===== config.mk =====
export PLATFORM = sky130hd
export DESIGN_NAME = ext_mem_loader
export DESIGN_NICKNAME = d
export VERILOG_FILES = /design/src/rtl/ext_mem_loader.sv
export SDC_FILE = /design/constraint.sdc
export NUM_CORES = 1
export LEC_CHECK = 0
export ABC_AREA = 1
export CAP_MARGIN = 20
export CORE_UTILIZATION = 40
export DETAILED_ROUTE_END_ITERATION = 8
export PLACE_DENSITY_LB_ADDON = 0.05
export SYNTH_ARGS = -nofsm -noshare
export SYNTH_HDL_FRONTEND = slang
export SYNTH_SLANG_ARGS = --single-unit

===== constraint.sdc =====
create_clock -name clk -period 3.7 [get_ports clk]
set_input_delay 0.74 -clock clk [delete_from_list [all_inputs] [get_ports clk]]
set_output_delay 0.74 -clock clk [all_outputs]
set_load 0.01 [all_outputs]

===== src/rtl/ext_mem_loader.sv =====
// Boot loader: streams words into processor memory, holds the core in reset until loaded.
// Optional checksum readback before release is enabled with `define LOADER_VERIFY_EN.
module ext_mem_loader #(
    parameter int unsigned CNT_W = 16
) (
    input  logic             clk,
    input  logic             rst,
    input  logic             start,
    input  logic [31:0]      base_addr,
    input  logic [CNT_W-1:0] word_cnt,
    input  logic             in_val,
    input  logic [31:0]      in_data,
    output logic             in_rdy,
    output logic             ext_dmemreq_val,
    output logic             ext_dmemreq_type,
    output logic [31:0]      ext_dmemreq_addr,
    output logic [31:0]      ext_dmemreq_wdata,
    input  logic [31:0]      ext_dmemresp_rdata,
    output logic             proc_rst,
    output logic             done,
    output logic             error
);

    typedef enum logic [2:0] {StIdle, StLoad, StVerify, StRun, StError} state_e;

    localparam logic [CNT_W-1:0] CntOne = CNT_W'(1);

    state_e           state_q, state_d;
    logic [31:0]      base_q, base_d;
    logic [CNT_W-1:0] cnt_q, cnt_d;
    logic [CNT_W-1:0] idx_q, idx_d;
    logic [31:0]      req_addr;
    logic             last;

    assign req_addr = base_q + (32'(idx_q) << 2);
    assign last     = (idx_q == cnt_q - CntOne);

`ifdef LOADER_VERIFY_EN
    logic [31:0] sum_q, sum_d;
    logic [31:0] rsum_q, rsum_d;
`else
    logic unused_rdata;
    assign unused_rdata = ^ext_dmemresp_rdata;
`endif

    always_ff @(posedge clk) begin
        if (rst) begin
            state_q <= StIdle;
            base_q  <= '0;
            cnt_q   <= '0;
            idx_q   <= '0;
`ifdef LOADER_VERIFY_EN
            sum_q   <= '0;
            rsum_q  <= '0;
`endif
        end else begin
            state_q <= state_d;
            base_q  <= base_d;
            cnt_q   <= cnt_d;
            idx_q   <= idx_d;
`ifdef LOADER_VERIFY_EN
            sum_q   <= sum_d;
            rsum_q  <= rsum_d;
`endif
        end
    end

    always_comb begin
        state_d           = state_q;
        base_d            = base_q;
        cnt_d             = cnt_q;
        idx_d             = idx_q;
`ifdef LOADER_VERIFY_EN
        sum_d             = sum_q;
        rsum_d            = rsum_q;
`endif
        in_rdy            = 1'b0;
        ext_dmemreq_val   = 1'b0;
        ext_dmemreq_type  = 1'b0;
        ext_dmemreq_addr  = '0;
        ext_dmemreq_wdata = '0;
        proc_rst          = 1'b1;
        done              = 1'b0;
        error             = 1'b0;

        unique case (state_q)
            StIdle: begin
                if (start) begin
                    base_d = {base_addr[31:2], 2'b00};
                    cnt_d  = word_cnt;
                    idx_d  = '0;
`ifdef LOADER_VERIFY_EN
                    sum_d  = '0;
                    rsum_d = '0;
                    state_d = (word_cnt != '0) ? StLoad : StVerify;
`else
                    state_d = (word_cnt != '0) ? StLoad : StRun;
`endif
                end
            end
            StLoad: begin
                in_rdy = 1'b1;
                if (in_val) begin
                    ext_dmemreq_val   = 1'b1;
                    ext_dmemreq_type  = 1'b1;
                    ext_dmemreq_addr  = req_addr;
                    ext_dmemreq_wdata = in_data;
`ifdef LOADER_VERIFY_EN
                    sum_d = sum_q + in_data;
`endif
                    if (last) begin
                        idx_d = '0;
`ifdef LOADER_VERIFY_EN
                        state_d = StVerify;
`else
                        state_d = StRun;
`endif
                    end else begin
                        idx_d = idx_q + CntOne;
                    end
                end
            end
`ifdef LOADER_VERIFY_EN
            StVerify: begin
                if (cnt_q == '0) begin
                    // Empty image: both sums are zero, so it always passes.
                    state_d = StRun;
                end else begin
                    ext_dmemreq_val  = 1'b1;
                    ext_dmemreq_addr = req_addr;
                    rsum_d = rsum_q + ext_dmemresp_rdata;
                    if (last) begin
                        idx_d   = '0;
                        state_d = (rsum_d == sum_q) ? StRun : StError;
                    end else begin
                        idx_d = idx_q + CntOne;
                    end
                end
            end
            StError: begin
                error = 1'b1;
            end
`endif
            StRun: begin
                proc_rst = 1'b0;
                done     = 1'b1;
            end
            default: begin
                state_d = StIdle;
            end
        endcase
    end

endmodule

; ---- Yosys cells after proc, flatten, opt, wreduce, memory -nomap -nowiden
; Cells that the tools add are included.
[op_classes]
n_reduce_logical = 6
n_eq_ne = 6
n_addsub = 3
n_bitwise = 1
muxes = 18
[ops]
columns = op, count
row1 = 2-to-1 mux 32 bit, 4
row2 = 2-to-1 mux 16 bit, 3
row3 = adder 32 x 18 -> 32 bit, 1
row4 = one-hot mux 16 bit (2 select lines), 1
row5 = adder 16 x 1 -> 16 bit (second input constant), 1
row6 = equality test 16 bit, 1
row7 = nonzero test 16 bit, 1
row8 = subtractor 16 x 1 -> 16 bit (second input constant), 1
row9 = 2-to-1 mux 3 bit, 3
row10 = one-hot mux 3 bit (3 select lines), 1
row11 = inequality test 2 bit (second input constant), 3
row12 = 2-to-1 mux 1 bit, 5
row13 = AND reduction 4 bit, 1
row14 = equality test 3 x 1 -> 1 bit (second input constant), 1
row15 = equality test 3 x 2 -> 1 bit (second input constant), 1
row16 = zero test 3 bit, 1
row17 = AND reduction 3 bit, 1
row18 = 2-to-1 mux 2 bit, 1
row19 = AND reduction 2 bit, 1
row20 = nonzero test 2 bit, 1
row21 = NOT 1 bit, 1
[totals]
wordCells = 38
out_inout_bits = 70
regBits = 65

; ---- Logic depth before layout (Yosys ltp)
; Gate-level depths: netlist (run 1).
[depth]
ltp_word = 5
ltp_mapped = 17
mapped_depth_nobuf = 16

; ---- Least setup slack after synthesis (run 1)
; OpenSTA, ideal clock, no wires.
[synth_timing]
kind = register to output
start = reg idx_q[0]
end = out ext_dmemreq_addr[28]
n_path_buf = 0
stages_incl_launch_ff = 15
slack_ps = 835
arrival_ps = 2125
cell_sequence = dfxtp_1 > ha_1 > inv_1 > fa_1 > inv_1 > nand3_1 > nand2_1 > nand2_1 > nand3_1 > nand3_1 > nand2_1 > nand3_1 > nor2_1 > o21ai_0 > a21oi_1
[synth_via]
elab_chain_len = 3
[synth_rtl]
columns = element, line_no
row1 = start: declaration, 31  ; logic [CNT_W-1:0] idx_q, idx_d;
row2 = start signal: assignment, 60  ; idx_q <= idx_d;
row3 = adder 32 x 18 -> 32 bit, 35  ; assign req_addr = base_q + (32'(idx_q) << 2);
row4 = 2-to-1 mux 32 bit, 103  ; if (in_val) begin
row5 = 2-to-1 mux 32 bit, 86  ; unique case (state_q)
row6 = end: declaration, 16  ; output logic [31:0] ext_dmemreq_addr,
; No other way between the ends.

; ---- Worst setup path after layout (run 1)
[layout_timing]
start = reg idx_q[9]
end = out ext_dmemreq_addr[29]
; The elaborated chain is that of the path after synthesis.

==> summary.md, run 1 <==
| Metric | Value |
|---|---|
| Synth warnings | 0 |
| Seq cells post-synth | 64 |
| Final Max Tran Viols | 0 |
| Register area share after synthesis | 27.2% |
| N_diodes | 0 |
| Yosys top cell by area | dfxtp_1 |
| Number of synthesized flops with an enable pin | 0 |
| Setup-failing EPs final | 0 |
| Crit. End Element | output pin |
| Tmin final | 3.55 ns |
| Ranking of synthesized cells by area | dfxtp_1 (27%), nor2_1 (13%), nand2_1 (8.5%), o21ai_0 (8.2%), inv_1 (7.5%) |
| Number of nets still failing antenna checks after routing | 0 |
| Port Buffers | 148 |
| Vias | 5,217 |
| Slew headroom | 64.6% |
| TritonCTS clock tree | done |
| RSZ-0062 raised after global routing | yes |
| Peak VDD IR | 214 uV |
| Count leader, synth | nor2_1 |
| Min Hold Slack | 0.475 ns |
| DRT iter0 DRCs | 291 |
| Worst-Margin Slew | 0.531 ns |
| CP max FO | 7 |
| Antenna violations before repair | 0 |
| GPL Wtd Cong | 0.854 |
| LEAKAGE | 3.05 nW |
| Multi-input logic area | 0.00301 sq mm |
| First-pass DRT Iterations | 5 |
| # fillers | 1,101 |
| Row cnt | 39 |
| First-pass GRT wire length | 23,600 um |
| Worst clock skew | 0.00556 ns |
| Hold WC Path Type | flop to flop |
| Max_cap viols | 0 |
| Crit start category | flop |
| Status | completed |
| Reg area | 0.00128 sq mm |
| Period utilization | 96.1% |
| Largest net degree at the start of global routing | 62 |
| Setup Crit Path Kind | flop to output pin |
| Post-Route WL | 14,500 um |
| Pwr Density | 357 mW/mm^2 |
| Nets | 1,034 |
| Synth cell types | 38 |
| Critical Path RT | 2.96 ns |
| All-Layer GR Usage | 23.8% |
| CP max stage cell | clkdlybuf4s50_1 |
| Synth Flop Type | dfxtp_1 |
| Post-DR wirelength/cell | 13.8 um |
| Initial Util | 41.2% |
| Vias per inst | 4.98 |
| Crit path max-delay family | buffers and inverters |
| Final Hold Vio Count | 0 |
| Setup TNS | 0 ns |
| Dpl ws | 0.117 ns |
| Core area | 0.0114 sq mm |
| CP bufs+invs | 2 |
| Worst-skew pair later-pin latency | 0.34 ns |
| Clock root cell | clkbuf_16 |
| Peak Freq | 0.281 GHz |
| Ys async rst share | 0% |
| Syn Inst Count | 753 |
| TritonCTS Sinks | 64 |
| CTS Buffer Depth | 2 |
| Global route overflow | 0 |
| Cell area after synthesis | 0.00471 sq mm |
| Dpl hpwl | 11,300 um |
| Crit-path max cell delay | 0.55 ns |
| Synthesized area per cell | 6.25 sq um |
| Die width | 110 um |
| Die Area | 0.0122 sq mm |
| Layout cells sized above 1 | 9.40% |
| Area growth, synth to finish | 43.9% |
| PnR worst setup slack | 0.145 ns |
| Die Y | 110 um |
| Worst EP arrival | 2.81 ns |
| Top post-synthesis cells by count | nor2_1 (159), nand2_1 (107), inv_1 (94), o21ai_0 (77), dfxtp_1 (64) |
| Max H-tree Level | 3 |
| Io pins | 186 |
| DRC viols | 0 |
| Clock-pin slew on the worst setup and hold paths | 0.06 ns |
| Vias in the first global route | 4,847 |
| Post-synth top area share | 27.2% |
| CTS Buf Count | 9 |
| Worst-path cell chain | ha_1 -> nand2_1 -> nor2_2 -> inv_1 -> nor2_1 -> o21ai_0 -> nand3_2 -> nand2_1 -> o21ai_0 -> a21oi_1 -> clkdlybuf4s50_1 |
-- routing by layer --
metal | vias up | wire length (um) | GRT usage [%]
li1 | 2713 | - | -
met1 | 2326 | 6560 | 30.9
met2 | 162 | 6950 | 40.2
met3 | 16 | 755 | 4.39
met4 | 0 | 197 | 6.67
met5 | - | 0 | 0
-- placed cells by master, fill, tap and decap left out, types with 11 or more instances in the layout --
cell type / Yosys / layout
nor2_1: 159 / 155
clkdlybuf4s50_1: 0 / 139
nand2_1: 107 / 106
inv_1: 94 / 93
o21ai_0: 77 / 76
dfxtp_1: 64 / 61
a21oi_1: 57 / 56
xor2_1: 22 / 22
nand3_1: 26 / 21
nor2_2: 13 / 17
ha_1: 18 / 17
buf_4: 4 / 15
nand4_1: 12 / 12
nor3_1: 11 / 11
-- power breakdown --
part           internal [mW]  total (mW)  switching (mW)
clock                  0.667        1.02           0.350
sequential             0.743       0.796          0.0526
combinational          0.274       0.601           0.327
total                   1.68        2.41           0.730
-- state kept, by name (all words and copies together) (netlist names) --
name / flops
state_q: 2
idx_q: 16
base_q: 30
cnt_q: 16
-- timing repair --
action | CTS | global route
setup endpoints to repair | 11 | 19
hold buffers | 0 | 0
gates resized for setup | 10 | 28
pin swaps | 1 | 0
buffers inserted | 1 | 0
-- metrics by stage --
step	total power, mW	util [%]	area, sq um	std cells
floorplan	1.17	-	4710	755
global placement	1.39	55.5	6330	1030
detailed placement	1.40	55.5	6330	1030
CTS	2.42	58.6	6700	1047
global route	2.54	59.3	6770	1047
finish	2.41	59.3	6770	1047
-- cells by family after synthesis --
logic type | after synthesis | share of synthesized area [%]
AO/OA/AOI/OAI | 157 | 17.9
buffers and inverters | 126 | 10.8
flip-flops | 64 | 27.2
XOR/XNOR | 32 | 5.96
AND/OR/NAND/NOR | 354 | 32.9
adder cells (fa/ha/maj) | 19 | 5.21
other | 1 | 0.0797
-- final timing paths --
| kind | slack, ns | to | depth (start not counted) | from |
|---|---|---|---|---|
| hold / removal | 0.48 | base_q[31]$_SDFFE_PP0P_ | 2 | base_q[31]$_SDFFE_PP0P_ |
| setup / recovery | 0.15 | ext_dmemreq_addr[29] | 11 | idx_q[9]$_SDFFE_PP0P_ |
| setup reg to reg | 1.48 | idx_q[0]$_SDFFE_PP0P_ | 15 | cnt_q[0]$_SDFFE_PP0P_ |
| hold reg to reg | 0.48 | base_q[31]$_SDFFE_PP0P_ | 2 | base_q[31]$_SDFFE_PP0P_ |
-- tightest hold or removal path, stage by stage, from the launching register on --
cell	delay (ns)
dfxtp_1	0.31
inv_1	0.06
a21oi_1	0.06
-- layout make-up --
class,count,share of cell area [%]
inverters,96,5.32
well taps,143,2.64
multi-input cells,565,44.4
clock inverters,7,1.88
repair buffers,163,23.4
clock buffers,9,3.33
flip-flops and latches,64,19.0
Note: power is estimated with default switching activity, not from simulation.
==> inputs of run 2 (changes only) <==
--- a/config.mk
+++ b/config.mk
@@ -6,9 +6,12 @@
 export NUM_CORES = 1
 export LEC_CHECK = 0
 export ABC_AREA = 1
+export ABC_CLOCK_PERIOD_IN_PS = 3700
 export CAP_MARGIN = 20
+export CORE_ASPECT_RATIO = 2
 export CORE_UTILIZATION = 40
 export DETAILED_ROUTE_END_ITERATION = 8
+export DONT_BUFFER_PORTS = 1
 export PLACE_DENSITY_LB_ADDON = 0.05
 export SYNTH_ARGS = -nofsm -noshare
 export SYNTH_HDL_FRONTEND = slang
==> run 2 against run 1 <==
Effect of this change: critical path depth rose by 5; utilization fell by 14 points; non-clock buffer count fell by 157; maximum frequency rose by 3.5%; final cell count fell by 15%; highest routed layer unchanged; die area rose by 0.21%.
==> summary.md, run 2 (synthesis results as in run 1) <==
| Metric | Value |
|---|---|
| Min Hold Slack | 0.463 ns (was 0.475 ns) |
| Largest registers | base_q x30, cnt_q x16, idx_q x16 (unchanged) |
| Post-Route WL | 14,100 um (was 14,500 um) |
| Peak Freq | 0.291 GHz (was 0.281 GHz) |
| Largest net degree at the start of global routing | 62 (unchanged) |
| Vias per inst | 5.31 (was 4.98) |
| Dpl cells | 873 (was 1,030) |
| FF-to-FF Start | cnt_q[0]$_SDFFE_PP0P_ (unchanged) |
| N_diodes | 0 (unchanged) |
| Leading cell type in the layout, fill and taps excluded | nor2_1 (unchanged) |
| TritonCTS Sinks | 64 (unchanged) |
| Dpl hpwl | 11,300 um (about the same) |
| Post-DR wirelength/cell | 15.9 um (was 13.8 um) |
| Critical Path RT | 2.96 ns (about the same) |
| Row cnt | 55 (was 39) |
| Tmin final | 3.43 ns (was 3.55 ns) |
| Die width | 78.7 um (was 110 um) |
| FF-to-FF setup slack | 1.51 ns (was 1.48 ns) |
| Setup Crit Path Kind | flop to output pin (unchanged) |
| First-pass DRT Iterations | 4 (was 5) |
| Crit. End Element | output pin (unchanged) |
| CTS Buffer Depth | 2 (unchanged) |
| Hold EP | base_q[31]$_SDFFE_PP0P_ (unchanged) |
| Hold WC Path Type | flop to flop (unchanged) |
| First-pass GRT wire length | 22,100 um (was 23,600 um) |
| Vias in the first global route | 4,589 (was 4,847) |
| Biggest register | base_q (unchanged) |
| Final Max Tran Viols | 0 (unchanged) |
| Worst clock skew | 0.00829 ns (was 0.00556 ns) |
| Layout cells sized above 1 | 8.30% (was 9.40%) |
| LEAKAGE | 2.28 nW (was 3.05 nW) |
| Setup TNS | 0 ns (unchanged) |
| RSZ-0062 raised after global routing | no (was yes) |
| Slew headroom | 44.6% (was 64.6%) |
| Worst-skew pair later-pin latency | 0.33 ns (was 0.34 ns) |
| Worst hold path depth | 2 (unchanged) |
| Pwr Density | 400 mW/mm^2 (was 357 mW/mm^2) |
| Port Buffers | 0 (was 148) |
| Setup-failing EPs final | 0 (unchanged) |
| R2r endpoint | idx_q[15]$_SDFFE_PP0P_ (was idx_q[0]$_SDFFE_PP0P_) |
| Dpl ws | 0.397 ns (was 0.117 ns) |
| Antenna violations before repair | 0 (unchanged) |
| Die Area | 0.0122 sq mm (about the same) |
| All-Layer GR Usage | 23.9% (was 23.8%) |
| TritonCTS clock tree | done (unchanged) |
| Nets | 877 (was 1,034) |
| Peak VDD IR | 267 uV (was 214 uV) |
| Vias | 4,722 (was 5,217) |
| Core area | 0.0114 sq mm (about the same) |
| Cell depth of the worst flop-to-flop path | 15 (unchanged) |
| CP max FO | 5 (was 7) |
| GPL Wtd Cong | 0.869 (was 0.854) |
| Tot Pwr | 2.04 mW (was 2.41 mW) |
| DRC viols | 0 (unchanged) |
| Clock-pin slew on the worst setup and hold paths | 0.06 ns (about the same) |
| Die Y | 155 um (was 110 um) |
| Most frequent cells in the layout | nor2_1 (157), nand2_1 (105), inv_1 (94) (was nor2_1 (155), clkdlybuf4s50_1 (139), nand2_1 (106)) |
| Max reg flops | 30 (unchanged) |
| Max H-tree Level | 3 (unchanged) |
| Io pins | 186 (unchanged) |
| Max_cap viols | 0 (unchanged) |
| Fin cells | 889 (was 1,047) |
| Global route overflow | 0 (unchanged) |
| Crit path launch | idx_q[0]$_SDFFE_PP0P_ (was idx_q[9]$_SDFFE_PP0P_) |
| CTS Buf Count | 9 (unchanged) |
| Crit start category | flop (unchanged) |
| Status | completed (unchanged) |
| PnR worst setup slack | 0.267 ns (was 0.145 ns) |
| DRT iter0 DRCs | 186 (was 291) |
| Number of nets still failing antenna checks after routing | 0 (unchanged) |
| Clock root cell | clkbuf_16 (unchanged) |
| HP Start | base_q[31]$_SDFFE_PP0P_ (unchanged) |
| Worst EP arrival | 2.69 ns (was 2.81 ns) |
| Initial Util | 41.4% (was 41.2%) |
| Worst-Margin Slew | 0.830 ns (was 0.531 ns) |
| Area growth, synth to finish | 8.16% (was 43.9%) |
| Period utilization | 92.8% (was 96.1%) |
| Final Hold Vio Count | 0 (unchanged) |
[run 2: changes by cell type in the layout (fill, tap and decap cells not counted), moves of 4 or more]
cell             delta
clkdlybuf4s50_1   -139
buf_4               -9
nand3_1             +4
nand3_2             -4
dlygate4sd2_1       -4
[run 2: layout make-up]
type / count / area, sq um
inverters: 96 / 360
well taps: 142 / 178
multi-input cells: 565 / 2950
flip-flops and latches: 64 / 1280
clock inverters: 7 / 47.5
repair buffers: 6 / 45.0
fillers: 1257 / 6260
clock buffers: 9 / 225
[run 2: report_power, final]
group | total, mW | switching (mW) | internal, mW
logic | 0.452 | 0.302 | 0.150
registers | 0.806 | 0.0625 | 0.744
clock network | 0.779 | 0.327 | 0.452
total | 2.04 | 0.691 | 1.35
[run 2: repair_timing]
| action | 4_1_cts | 5_1_grt |
|---|---|---|
| setup buffers | 0 | 0 |
| gates resized for setup | 0 | 8 |
| endpoints found under the setup margin | 0 | 6 |
| hold buffers | 0 | 0 |
[run 2: per-layer routing]
layer,GRT usage [%],share of wire (%),vias to the layer above
li1,-,-,2399
met1,21.0,34,2147
met2,49.2,58,146
met3,3.70,4.0,30
met4,12.2,3.7,0
met5,0,0,-
[run 2: worst max-delay path, cell delays in order, from the launching register on]
cell     delay [ns]
dfxtp_2        0.39
ha_2           0.21
inv_1          0.06
fa_1           0.39
inv_1          0.07
nand3_1        0.08
nand2_1        0.10
nand2_1        0.07
nand3_1        0.12
nand3_1        0.10
nand2_2        0.14
nand2_1        0.09
inv_1          0.12
nand3_1        0.12
nand2_1        0.08
nand2_1        0.05
nor2_2         0.15
[run 2: stage by stage]
stage                     util [%]  area (sq um)
after floorplan                  -          4710
after global placement        42.2          4790
after detailed placement      42.2          4790
after CTS                     44.6          5060
after global routing          44.8          5090
final                         44.8          5090
[run 2: worst max-delay path by stage]
stage,to,slack (ns),cells after the start
after floorplan,ext_dmemreq_addr[28],0.83,14
after global placement,ext_dmemreq_addr[26],0.40,14
after detailed placement,ext_dmemreq_addr[26],0.40,14
after CTS,ext_dmemreq_addr[26],0.02,14
after global routing,ext_dmemreq_addr[30],0.006,16
final,ext_dmemreq_addr[30],0.27,16
==> inputs of run 3 (changes only) <==
--- a/config.mk
+++ b/config.mk
@@ -13,6 +13,7 @@
 export DETAILED_ROUTE_END_ITERATION = 8
 export DONT_BUFFER_PORTS = 1
 export PLACE_DENSITY_LB_ADDON = 0.05
+export SETUP_SLACK_MARGIN = 0.3
 export SYNTH_ARGS = -nofsm -noshare
 export SYNTH_HDL_FRONTEND = slang
 export SYNTH_SLANG_ARGS = --single-unit
==> run 3 against run 2 <==
Effect of this change: register-to-register slack is essentially flat; hold slack about the same; clock-buffer cell count stayed put; final area rose by 1.8%; worst setup slack better by 0.15 ns; die area unchanged; final cell count up 0.45%; largest cell class unchanged.
==> summary.md, run 3 (synthesis results as in run 1) <==
| Metric | Value |
|---|---|
| Largest net degree at the start of global routing | 62 (unchanged) |
| CTS Buffer Depth | 2 (unchanged) |
| First-pass GRT wire length | 22,200 um (was 22,100 um) |
| TritonCTS clock tree | done (unchanged) |
| Hold EP | base_q[31]$_SDFFE_PP0P_ (unchanged) |
| LEAKAGE | 2.31 nW (was 2.28 nW) |
| Layout cells sized above 1 | 10.3% (was 8.30%) |
| FF-to-FF Start | cnt_q[0]$_SDFFE_PP0P_ (unchanged) |
| Crit. End Element | output pin (unchanged) |
| Most frequent cells in the layout | nor2_1 (155), nand2_1 (105), inv_1 (93) (was nor2_1 (157), nand2_1 (105), inv_1 (94)) |
| Max H-tree Level | 3 (unchanged) |
| Core area | 0.0114 sq mm (unchanged) |
| Die Y | 155 um (unchanged) |
| Peak Freq | 0.305 GHz (was 0.291 GHz) |
| Worst-skew pair later-pin latency | 0.33 ns (about the same) |
| Status | completed (unchanged) |
| Leading cell type in the layout, fill and taps excluded | nor2_1 (unchanged) |
| Slew headroom | 44.8% (was 44.6%) |
| Final Util | 45.6% (was 44.8%) |
| Number of nets still failing antenna checks after routing | 0 (unchanged) |
| Tmin final | 3.28 ns (was 3.43 ns) |
| CTS Buf Count | 9 (unchanged) |
| Largest registers | base_q x30, cnt_q x16, idx_q x16 (unchanged) |
| Internal power | 1.35 mW (about the same) |
| Dpl hpwl | 11,300 um (unchanged) |
| Row cnt | 55 (unchanged) |
| Post-Route WL | 14,300 um (was 14,100 um) |
| Crit start category | flop (unchanged) |
| Post-DR wirelength/cell | 16.0 um (was 15.9 um) |
| Peak VDD IR | 266 uV (was 267 uV) |
| N_diodes | 0 (unchanged) |
| Clock-pin slew on the worst setup and hold paths | 0.06 ns (about the same) |
| Final instance area | 0.00518 sq mm (was 0.00509 sq mm) |
| Nets | 881 (was 877) |
| Global route overflow | 0 (unchanged) |
| Biggest register | base_q (unchanged) |
| Vias per inst | 5.32 (was 5.31) |
| Min Hold Slack | 0.464 ns (was 0.463 ns) |
| Antenna violations before repair | 0 (unchanged) |
| TritonCTS Sinks | 64 (unchanged) |
| Critical Path RT | 2.96 ns (about the same) |
| Clock root cell | clkbuf_16 (unchanged) |
| Vias in the first global route | 4,628 (was 4,589) |
| Final Max Tran Viols | 0 (unchanged) |
| Clock Power Share | 38.1% (was 38.2%) |
| Total placed instance area | 0.00479 sq mm (unchanged) |
| First-pass DRT Iterations | 5 (was 4) |
| Crit path launch | idx_q[10]$_SDFFE_PP0P_ (was idx_q[0]$_SDFFE_PP0P_) |
| FF-to-FF setup slack | 1.51 ns (about the same) |
| Max_cap viols | 0 (unchanged) |
| Sequential power share | 39.5% (was 39.6%) |
| Port Buffers | 0 (unchanged) |
| Fin cells | 893 (was 889) |
| Dpl cells | 873 (unchanged) |
| Period utilization | 88.7% (was 92.8%) |
| RSZ-0062 raised after global routing | yes (was no) |
| Worst-Margin Slew | 0.828 ns (was 0.830 ns) |
| Setup TNS | 0 ns (unchanged) |
| Worst hold path depth | 2 (unchanged) |
| Hold WC Path Type | flop to flop (unchanged) |
| Pwr Density | 395 mW/mm^2 (was 400 mW/mm^2) |
| Post-CTS Hold Buffers | 0 (unchanged) |
| Switching share of power | 34.0% (was 33.9%) |
| Worst EP arrival | 2.54 ns (was 2.69 ns) |
| DRC viols | 0 (unchanged) |
| GPL Wtd Cong | 0.869 (unchanged) |
| Cell depth of the worst flop-to-flop path | 15 (unchanged) |
| Max reg flops | 30 (unchanged) |
| Comb pwr share | 22.4% (was 22.2%) |
| Final Hold Vio Count | 0 (unchanged) |
| Io pins | 186 (unchanged) |
| Worst clock skew | 0.00816 ns (was 0.00829 ns) |
| Die Area | 0.0122 sq mm (unchanged) |
| Vias | 4,747 (was 4,722) |
| All-Layer GR Usage | 24.0% (was 23.9%) |
| Die width | 78.7 um (unchanged) |
| HP Start | base_q[31]$_SDFFE_PP0P_ (unchanged) |
| Setup-failing EPs final | 0 (unchanged) |
| DRT iter0 DRCs | 151 (was 186) |
| P_sw | 0.696 mW (was 0.691 mW) |
| CP max FO | 7 (was 5) |
| Initial Util | 41.4% (unchanged) |
| Area growth, synth to finish | 10.1% (was 8.16%) |
| R2r endpoint | idx_q[15]$_SDFFE_PP0P_ (unchanged) |
| Setup Crit Path Kind | flop to output pin (unchanged) |
## run 3: changes by cell type in the layout (fill, tap and decap cells not counted), sizes merged
cell  change
buf       +4
## run 3: routing by layer
layer	global-route usage, %	vias up	share of wire (%)
li1	-	2405	-
met1	20.9	2148	34
met5	0	-	0
met4	12.1	0	4.2
met2	49.6	162	58
met3	3.70	32	4.1
## run 3: timing repair
item | in CTS | in global routing
endpoints found under the hold margin | 0 | 0
buffers inserted | 1 | 3
pin swaps | 2 | 3
endpoints found under the setup margin | 8 | 11
cloned | 0 | 0
resized for setup | 8 | 16
## run 3: metrics by stage
stage,worst slack (ns),power [mW]
after global routing,0.281,2.16
after detailed placement,0.397,1.27
after floorplan,0.835,1.17
final,0.418,2.05
after CTS,0.301,2.06
after global placement,0.404,1.27
## run 3: worst max path at each step
stage / end / slack, ns / depth (start not counted)
floorplan: ext_dmemreq_addr[28] / 0.83 / 14
global placement: ext_dmemreq_addr[26] / 0.40 / 14
detailed placement: ext_dmemreq_addr[26] / 0.40 / 14
CTS: ext_dmemreq_addr[30] / 0.30 / 16
global route: ext_dmemreq_addr[30] / 0.28 / 16
finish: ext_dmemreq_addr[29] / 0.42 / 8
## run 3: power groups by stage
stage | registers, mW | logic [mW] | clock network, mW
floorplan | 0.797 | 0.369 | 0
global placement | 0.819 | 0.447 | 0
detailed placement | 0.821 | 0.454 | 0
CTS | 0.806 | 0.458 | 0.796
global route | 0.816 | 0.525 | 0.824
finish | 0.808 | 0.458 | 0.779
## run 3: cell type report
cell class | instances | area, sq um
inverter | 96 | 360
fill | 1244 | 6170
tap | 142 | 178
clock buffer | 9 | 225
sequential | 64 | 1290
timing repair buffer | 10 | 75.1
clock inverter | 7 | 47.5
multi-input combinational | 565 | 3010
## run 3: critical path, cell delays in order, from the launching register on
cell      delay (ns)
dfxtp_1         0.52
ha_1            0.35
a21o_1          0.23
o21bai_1        0.17
o21ai_0         0.16
nand3_1         0.25
nand2_1         0.15
o21ai_0         0.08
a21oi_1         0.30
